[src/rtl/hi_lo_muldiv_unit_pkg.sv]
// Shared funct encodings and FSM state type for the HI/LO multiply/divide unit.
package muldiv_pkg;

  localparam logic [5:0] FUNCT_MFHI  = 6'h10;
  localparam logic [5:0] FUNCT_MTHI  = 6'h11;
  localparam logic [5:0] FUNCT_MFLO  = 6'h12;
  localparam logic [5:0] FUNCT_MTLO  = 6'h13;
  localparam logic [5:0] FUNCT_MULT  = 6'h18;
  localparam logic [5:0] FUNCT_MULTU = 6'h19;
  localparam logic [5:0] FUNCT_DIV   = 6'h1A;
  localparam logic [5:0] FUNCT_DIVU  = 6'h1B;

  typedef enum logic [1:0] {IDLE, MUL, DIV, FIX} muldiv_state_t;

endpackage

[src/rtl/hi_lo_muldiv_unit_if.sv]
// Execute-stage request bus into the HI/LO unit and its result/stall outputs.
interface hi_lo_muldiv_unit_if #(parameter int WIDTH = 32);

  logic             using_HI_LO_execute;
  logic [5:0]       ALU_function_execute;
  logic             HI_register_write_execute;
  logic             LO_register_write_execute;
  logic [WIDTH-1:0] src_A_execute;
  logic [WIDTH-1:0] src_B_execute;
  logic [WIDTH-1:0] HI_out;
  logic [WIDTH-1:0] LO_out;
  logic             busy;
  logic             stall_muldiv;

  modport master (
    output using_HI_LO_execute, ALU_function_execute,
           HI_register_write_execute, LO_register_write_execute,
           src_A_execute, src_B_execute,
    input  HI_out, LO_out, busy, stall_muldiv
  );

  modport slave (
    input  using_HI_LO_execute, ALU_function_execute,
           HI_register_write_execute, LO_register_write_execute,
           src_A_execute, src_B_execute,
    output HI_out, LO_out, busy, stall_muldiv
  );

endinterface

[src/rtl/hi_lo_muldiv_unit_iter_datapath.sv]
// One-bit-per-cycle shift-add multiply / restoring divide over a shared 2*WIDTH accumulator.
module muldiv_iter_datapath #(
  parameter int WIDTH = 32
) (
  input  logic               clk,
  input  logic               reset,
  input  logic               load,
  input  logic               step_mul,
  input  logic               step_div,
  input  logic [2*WIDTH-1:0] load_acc,
  input  logic [WIDTH-1:0]   load_b,
  output logic [2*WIDTH-1:0] acc
);

  logic [2*WIDTH-1:0] acc_q, acc_d;
  logic [WIDTH-1:0]   opb_q, opb_d;
  logic [WIDTH:0]     mul_sum;
  logic [WIDTH:0]     div_diff;

  // Upper half is the running partial product / remainder, lower half the multiplier / quotient.
  always_comb begin
    acc_d    = acc_q;
    opb_d    = opb_q;
    mul_sum  = {1'b0, acc_q[2*WIDTH-1:WIDTH]} + (acc_q[0] ? {1'b0, opb_q} : '0);
    div_diff = acc_q[2*WIDTH-1:WIDTH-1] - {1'b0, opb_q};
    if (load) begin
      acc_d = load_acc;
      opb_d = load_b;
    end else if (step_mul) begin
      acc_d = {mul_sum, acc_q[WIDTH-1:1]};
    end else if (step_div) begin
      acc_d = div_diff[WIDTH] ? {acc_q[2*WIDTH-2:0], 1'b0}
                              : {div_diff[WIDTH-1:0], acc_q[WIDTH-2:0], 1'b1};
    end
  end

  always_ff @(posedge clk or negedge reset) begin
    if (!reset) begin
      acc_q <= '0;
      opb_q <= '0;
    end else begin
      acc_q <= acc_d;
      opb_q <= opb_d;
    end
  end

  assign acc = acc_q;

endmodule

[src/rtl/hi_lo_muldiv_unit.sv]
// Owns HI/LO; sequences iterative MULT/MULTU/DIV/DIVU and single-cycle MTHI/MTLO.
//   state | meaning
//   IDLE  | accept requests, MTHI/MTLO write immediately
//   MUL   | WIDTH shift-add steps
//   DIV   | WIDTH restoring steps (skipped on divide by zero)
//   FIX   | apply signs, write HI/LO
module hi_lo_muldiv_unit
  import muldiv_pkg::*;
#(
  parameter int WIDTH = 32,
  parameter int CNT_W = 5
) (
  input logic                clk,
  input logic                reset,
  hi_lo_muldiv_unit_if.slave bus
);

  localparam logic [CNT_W-1:0] LAST = CNT_W'(WIDTH - 1);

  muldiv_state_t    state_q, state_d;
  logic [CNT_W-1:0] counter_q, counter_d;
  logic [WIDTH-1:0] hi_q, hi_d, lo_q, lo_d;
  logic             busy_q, busy_d;
  logic             is_div_q, is_div_d, zero_q, zero_d;
  logic             prod_neg_q, prod_neg_d, quo_neg_q, quo_neg_d, rem_neg_q, rem_neg_d;

  logic [5:0]         funct;
  logic [WIDTH-1:0]   src_a, src_b, abs_a, abs_b;
  logic               req_valid, is_signed, is_mul_op, is_div_op, sign_a, sign_b, div_by_zero;
  logic               load, step_mul, step_div;
  logic [2*WIDTH-1:0] load_acc, acc, prod;
  logic [WIDTH-1:0]   quo, rem;

  assign funct       = bus.ALU_function_execute;
  assign src_a       = bus.src_A_execute;
  assign src_b       = bus.src_B_execute;
  assign req_valid   = bus.using_HI_LO_execute &
                       (bus.HI_register_write_execute | bus.LO_register_write_execute);
  assign is_mul_op   = (funct == FUNCT_MULT) || (funct == FUNCT_MULTU);
  assign is_div_op   = (funct == FUNCT_DIV)  || (funct == FUNCT_DIVU);
  assign is_signed   = (funct == FUNCT_MULT) || (funct == FUNCT_DIV);
  assign sign_a      = is_signed & src_a[WIDTH-1];
  assign sign_b      = is_signed & src_b[WIDTH-1];
  assign abs_a       = sign_a ? (~src_a + 1'b1) : src_a;
  assign abs_b       = sign_b ? (~src_b + 1'b1) : src_b;
  assign div_by_zero = (src_b == '0);

  assign load     = (state_q == IDLE) && req_valid && (is_mul_op || is_div_op);
  // Divide by zero preloads the raw dividend and all-ones so FIX writes them unchanged.
  assign load_acc = (is_div_op && div_by_zero) ? {src_a, {WIDTH{1'b1}}} : {{WIDTH{1'b0}}, abs_a};
  assign step_mul = (state_q == MUL);
  assign step_div = (state_q == DIV) && !zero_q;

  muldiv_iter_datapath #(.WIDTH(WIDTH)) u_datapath (
    .clk      (clk),
    .reset    (reset),
    .load     (load),
    .step_mul (step_mul),
    .step_div (step_div),
    .load_acc (load_acc),
    .load_b   (abs_b),
    .acc      (acc)
  );

  assign prod = prod_neg_q ? (~acc + 1'b1) : acc;
  assign quo  = quo_neg_q ? (~acc[WIDTH-1:0] + 1'b1) : acc[WIDTH-1:0];
  assign rem  = rem_neg_q ? (~acc[2*WIDTH-1:WIDTH] + 1'b1) : acc[2*WIDTH-1:WIDTH];

  always_comb begin
    state_d    = state_q;
    counter_d  = counter_q;
    hi_d       = hi_q;
    lo_d       = lo_q;
    is_div_d   = is_div_q;
    zero_d     = zero_q;
    prod_neg_d = prod_neg_q;
    quo_neg_d  = quo_neg_q;
    rem_neg_d  = rem_neg_q;
    case (state_q)
      IDLE: begin
        if (req_valid) begin
          if (funct == FUNCT_MTHI) begin
            hi_d = src_a;
          end else if (funct == FUNCT_MTLO) begin
            lo_d = src_a;
          end else if (is_mul_op) begin
            state_d    = MUL;
            counter_d  = '0;
            is_div_d   = 1'b0;
            zero_d     = 1'b0;
            prod_neg_d = sign_a ^ sign_b;
          end else if (is_div_op) begin
            state_d   = DIV;
            counter_d = '0;
            is_div_d  = 1'b1;
            zero_d    = div_by_zero;
            quo_neg_d = !div_by_zero && (sign_a ^ sign_b);
            rem_neg_d = !div_by_zero && sign_a;
          end
        end
      end
      MUL, DIV: begin
        counter_d = counter_q + 1'b1;
        if ((state_q == DIV && zero_q) || counter_q == LAST) begin
          state_d   = FIX;
          counter_d = '0;
        end
      end
      FIX: begin
        state_d = IDLE;
        if (is_div_q) begin
          hi_d = rem;
          lo_d = quo;
        end else begin
          hi_d = prod[2*WIDTH-1:WIDTH];
          lo_d = prod[WIDTH-1:0];
        end
      end
      default: state_d = IDLE;
    endcase
    busy_d = (state_d != IDLE);
  end

  always_ff @(posedge clk or negedge reset) begin
    if (!reset) begin
      state_q    <= IDLE;
      counter_q  <= '0;
      hi_q       <= '0;
      lo_q       <= '0;
      busy_q     <= 1'b0;
      is_div_q   <= 1'b0;
      zero_q     <= 1'b0;
      prod_neg_q <= 1'b0;
      quo_neg_q  <= 1'b0;
      rem_neg_q  <= 1'b0;
    end else begin
      state_q    <= state_d;
      counter_q  <= counter_d;
      hi_q       <= hi_d;
      lo_q       <= lo_d;
      busy_q     <= busy_d;
      is_div_q   <= is_div_d;
      zero_q     <= zero_d;
      prod_neg_q <= prod_neg_d;
      quo_neg_q  <= quo_neg_d;
      rem_neg_q  <= rem_neg_d;
    end
  end

  assign bus.HI_out       = hi_q;
  assign bus.LO_out       = lo_q;
  assign bus.busy         = busy_q;
  assign bus.stall_muldiv = busy_q & bus.using_HI_LO_execute;

endmodule

[src/flat_wrapper.sv]
// flat-port wrapper written by rule: the top's interface ports become plain ports
module hi_lo_muldiv_unit_flat import muldiv_pkg::*;
#(
  parameter int WIDTH = 32,
  parameter int CNT_W = 5
)
  (clk, reset, bus_using_HI_LO_execute, bus_ALU_function_execute, bus_HI_register_write_execute, bus_LO_register_write_execute, bus_src_A_execute, bus_src_B_execute, bus_HI_out, bus_LO_out, bus_busy, bus_stall_muldiv);
  hi_lo_muldiv_unit_if #(.WIDTH(WIDTH)) bus_i ();
  input logic clk;
  input logic reset;
  input wire logic [$bits(bus_i.using_HI_LO_execute)-1:0] bus_using_HI_LO_execute;
  input wire logic [$bits(bus_i.ALU_function_execute)-1:0] bus_ALU_function_execute;
  input wire logic [$bits(bus_i.HI_register_write_execute)-1:0] bus_HI_register_write_execute;
  input wire logic [$bits(bus_i.LO_register_write_execute)-1:0] bus_LO_register_write_execute;
  input wire logic [$bits(bus_i.src_A_execute)-1:0] bus_src_A_execute;
  input wire logic [$bits(bus_i.src_B_execute)-1:0] bus_src_B_execute;
  output wire logic [$bits(bus_i.HI_out)-1:0] bus_HI_out;
  output wire logic [$bits(bus_i.LO_out)-1:0] bus_LO_out;
  output wire logic [$bits(bus_i.busy)-1:0] bus_busy;
  output wire logic [$bits(bus_i.stall_muldiv)-1:0] bus_stall_muldiv;
  assign bus_i.using_HI_LO_execute = bus_using_HI_LO_execute;
  assign bus_i.ALU_function_execute = bus_ALU_function_execute;
  assign bus_i.HI_register_write_execute = bus_HI_register_write_execute;
  assign bus_i.LO_register_write_execute = bus_LO_register_write_execute;
  assign bus_i.src_A_execute = bus_src_A_execute;
  assign bus_i.src_B_execute = bus_src_B_execute;
  assign bus_HI_out = bus_i.HI_out;
  assign bus_LO_out = bus_i.LO_out;
  assign bus_busy = bus_i.busy;
  assign bus_stall_muldiv = bus_i.stall_muldiv;
  hi_lo_muldiv_unit #(.WIDTH(WIDTH), .CNT_W(CNT_W)) u_core (.clk(clk), .reset(reset), .bus(bus_i));
endmodule
[config.mk]
export PLATFORM = sky130hd
export DESIGN_NAME = hi_lo_muldiv_unit_flat
export DESIGN_NICKNAME = d
export VERILOG_FILES = /design/src/rtl/hi_lo_muldiv_unit_pkg.sv /design/src/rtl/hi_lo_muldiv_unit_if.sv /design/src/rtl/hi_lo_muldiv_unit_iter_datapath.sv /design/src/rtl/hi_lo_muldiv_unit.sv /design/src/flat_wrapper.sv
export SDC_FILE = /design/constraint.sdc
export NUM_CORES = 1
export LEC_CHECK = 0
export CORE_ASPECT_RATIO = 0.8
export CORE_MARGIN = 5
export CORE_UTILIZATION = 52
export CTS_CLUSTER_DIAMETER = 200
export DETAILED_ROUTE_END_ITERATION = 16
export GPL_ROUTABILITY_DRIVEN = 0
export HOLD_SLACK_MARGIN = 0.03
export PLACE_DENSITY = 0.83
export SYNTH_ARGS = -nofsm -noshare
export SYNTH_HDL_FRONTEND = slang
export SYNTH_SLANG_ARGS = --single-unit
[constraint.sdc]
create_clock -name clk -period 6.45 [get_ports clk]
set_input_delay 1.29 -clock clk [delete_from_list [all_inputs] [get_ports clk]]
set_output_delay 1.29 -clock clk [all_outputs]
set_load 0.005 [all_outputs]
==> impl_metrics.tcl <==
set metrics [dict create \
    slowest_stage "or4_1" \
    cp-startpoint "bus_src_B_execute[6]" \
    clk_pin_slew_ps 70 \
    yosysWarningCount 0 \
    design_area_mm2 0.0169 \
    grt_setup_unrepaired "false" \
    required_ps 6830 \
    grt.overflow.total 0 \
    hold_class "flop to flop" \
    drc 0 \
    yosysSeqAreaShare_pct 29.1 \
    period_needed_ps 4840 \
    finClkSkew_ps 11.9 \
    setup_ws_ps 1610 \
    firstDrtPassIters 6 \
    worstPathMaxFanout 34 \
    placed_cells 2287 \
    power_leakage_nw 7.21 \
    finalWirelength_um 48000 \
    clockBufferDepth 2 \
    hold_buffers 0 \
    num_vias 15312 \
    cts.repair.resized 0 \
    core.rowCount 55 \
    maxCapViolations 0 \
    antenna_found_initial 1 \
    finalSetupTns_ps 0 \
    synth_mux_area_share_pct 1.70 \
    antenna_cells 0 \
    placed_area_mm2 0.0163 \
    htreeDepth 4 \
    cts_setup_buffers 0 \
    setup_viol 0 \
    synth_top_area_cell "dfrtp_1" \
    synth-edff-count 0 \
    drv_slew 0 \
    syn_nets 2033 \
    cp-start-kind "input port" \
    area_growth_syn_to_layout_pct 13.7 \
    ios 141 \
    grt_pass1_wl_um 76700 \
    path_depth 12 \
    cts_root_buffer "clkbuf_16" \
    yosys.area_share.simple_pct 18.5 \
    synth_async_sr_flop_share_pct 100 \
    syn_area_mm2 0.0149 \
    synth_compound_area_share_pct 29.1 \
    multiInputGateArea_mm2 0.00977 \
    fp.coreArea_mm2 0.0282 \
    clk-insertion-delay-late_ps 450 \
    fill_cells 2461 \
    die_w_um 199 \
    path_buf_inv 2 \
    synthTopCellsByCount "223 x nand2_1, 210 x o21ai_0, 173 x dfrtp_1" \
    path_cells "clkdlybuf4s50_1, or4_1, or4_4, nor3_4, and4b_1, a21oi_2, buf_4, nor3_2, o211ai_1, nor4_1, a221oi_1, nand3_1" \
    max_freq_mhz 207 \
    cts_tree "yes" \
    finish.utilization_pct 59.9 \
    syn_area_per_cell_um2 7.90 \
    rr_startpoint "u_core.u_datapath.acc[0]" \
    synthXorXnorAreaFrac_pct 9.72 \
    grt_max_degree 107 \
    nNetsFinal 2087 \
    synthDistinctLibCells 85 \
    synth_top_area_share_pct 29.1 \
    synth_top_family_by_area "compound AO/OA/AOI/OAI gates" \
    finalCritPeriodShare_pct 75.0 \
    path_class "input port to flop" \
    cts.sinks 173 \
    whs_ps 480 \
    vias_per_cell 6.60 \
    register_area_mm2 0.00433 \
    max_slew_margin_pct 19.4 \
    reg2regPathDepth 12 \
    min_from "u_core.bus.LO_out[29]" \
    path_delay_family "simple AND/OR/NAND/NOR gates" \
    worstPathArrival_ps 5210 \
    hold_violations 0 \
    powerDensity_mw_per_mm2 513 \
    cts_made_buffers 17 \
    grt_util_all_layers_pct 29.3 \
    ys_ff_latch 173 \
    run_status "completed" \
    hold-path-cell-count 1 \
    dp_slack_ps 1380 \
    dp_hpwl_um 35500 \
    post_drt_wl_per_cell_um 20.7 \
    syn-instance-count 1882 \
    worst_setup_path_end_kind "flop" \
    io_buffers 140 \
    drt_iter0_drc 2077 \
    ir_worst_vdd_v 0.000305 \
    grt_pass1_vias 14459 \
    die_h_um 161 \
    yosysMostFrequentCell "nand2_1" \
    worst_path_largest_cell_delay_ps 580 \
    synthAdderAreaFrac_pct 6.50 \
    layout-drive-gt1-share_pct 4.67 \
    fin_cells 2319 \
    synthTopCellsByArea "dfrtp_1 29%, o21ai_0 7.1%, ha_1 6.2%, nand2_1 5.6%, a21oi_1 5.5%" \
    start_util_pct 52.7 \
    power_mw 8.67 \
    synth_flop_cell "dfrtp_1" \
    max_slew.worst_pin.slew_ps 1210 \
    dieArea_mm2 0.0321 \
    ant_nets 0 \
]
## sequential cells by signal (all words and copies together), names as in the netlist
signal / count
u_core.counter_q: 5
u_core.bus.HI_out: 32
u_core.rem_neg_q: 1
u_core.bus.LO_out: 32
u_core.is_div_q: 1
u_core.state_q: 2
u_core.zero_q: 1
u_core.prod_neg_q: 1
u_core.bus.busy: 1
u_core.u_datapath.opb_q: 32
u_core.quo_neg_q: 1
u_core.u_datapath.acc: 64
## layout make-up
type | instances | area share (%)
clock buffers | 20 | 2.64
clock inverters | 12 | 0.807
inverters | 66 | 1.47
multi-input cells | 1523 | 57.8
flip-flops and latches | 173 | 25.6
well taps | 370 | 2.74
repair buffers | 155 | 8.96
## where the power goes
part | switching (mW) | internal (mW)
clock network | 0.477 | 0.584
logic | 3.18 | 2.23
registers | 0.635 | 1.57
## worst paths after layout
| kind | end | slack [ps] |
|---|---|---|
| min in group asynchronous | u_core.u_datapath.opb_q[0] | 860 |
| worst min register to register | u_core.bus.LO_out[29] | 480 |
| worst max register to register | u_core.u_datapath.acc[59] | 1820 |
| max in group asynchronous | u_core.u_datapath.acc[19] | 4380 |
| worst max-delay path | u_core.u_datapath.acc[62] | 1610 |
| worst min-delay path | u_core.bus.LO_out[29] | 480 |
## worst reg2reg max path, stage by stage, from the launching register on
cell and delay, ps:
dfrtp_1 420, clkinv_1 820, nor2_1 360, ha_1 330
a211o_1 320, a211oi_1 440, o32a_1 300, or4_1 140
a21oi_1 120, o41ai_2 560, mux2i_1 340, a211oi_1 120
a22o_1 260
## layout by cell type, fill, tap and decap left out, drive strengths merged, types with 36 or more instances in the layout
cell | Yosys | routed
inv | 65 | 68
a21o | 65 | 65
nor3 | 36 | 36
xnor2 | 80 | 80
a21oi | 164 | 164
a221oi | 39 | 39
nand2 | 223 | 223
clkdlybuf4s50 | 4 | 139
o21ai | 217 | 217
ha | 74 | 74
dfrtp | 173 | 173
nor2 | 140 | 140
xor2 | 85 | 85
## logic make-up (layout without fill, tap and decap cells)
logic type,count (synthesis),count (layout)
DFF,173,173
buffers and inverters,186,253
adders and majority gates,76,76
AOI/OAI and AO/OA,680,680
and+or+nand+nor,577,577
muxes,25,25
xor gates and xnor gates,165,165
## routing by layer
metal | track usage, % | part of all wire (%) | vias to the layer above
met3 | 8.68 | 12 | 205
met4 | 11.4 | 4.5 | 2
li1 | - | - | 6941
met1 | 40.3 | 42 | 7170
met5 | 0 | 0.017 | -
met2 | 43.3 | 42 | 994
No activity file was read; power rests on OpenSTA's default activity.
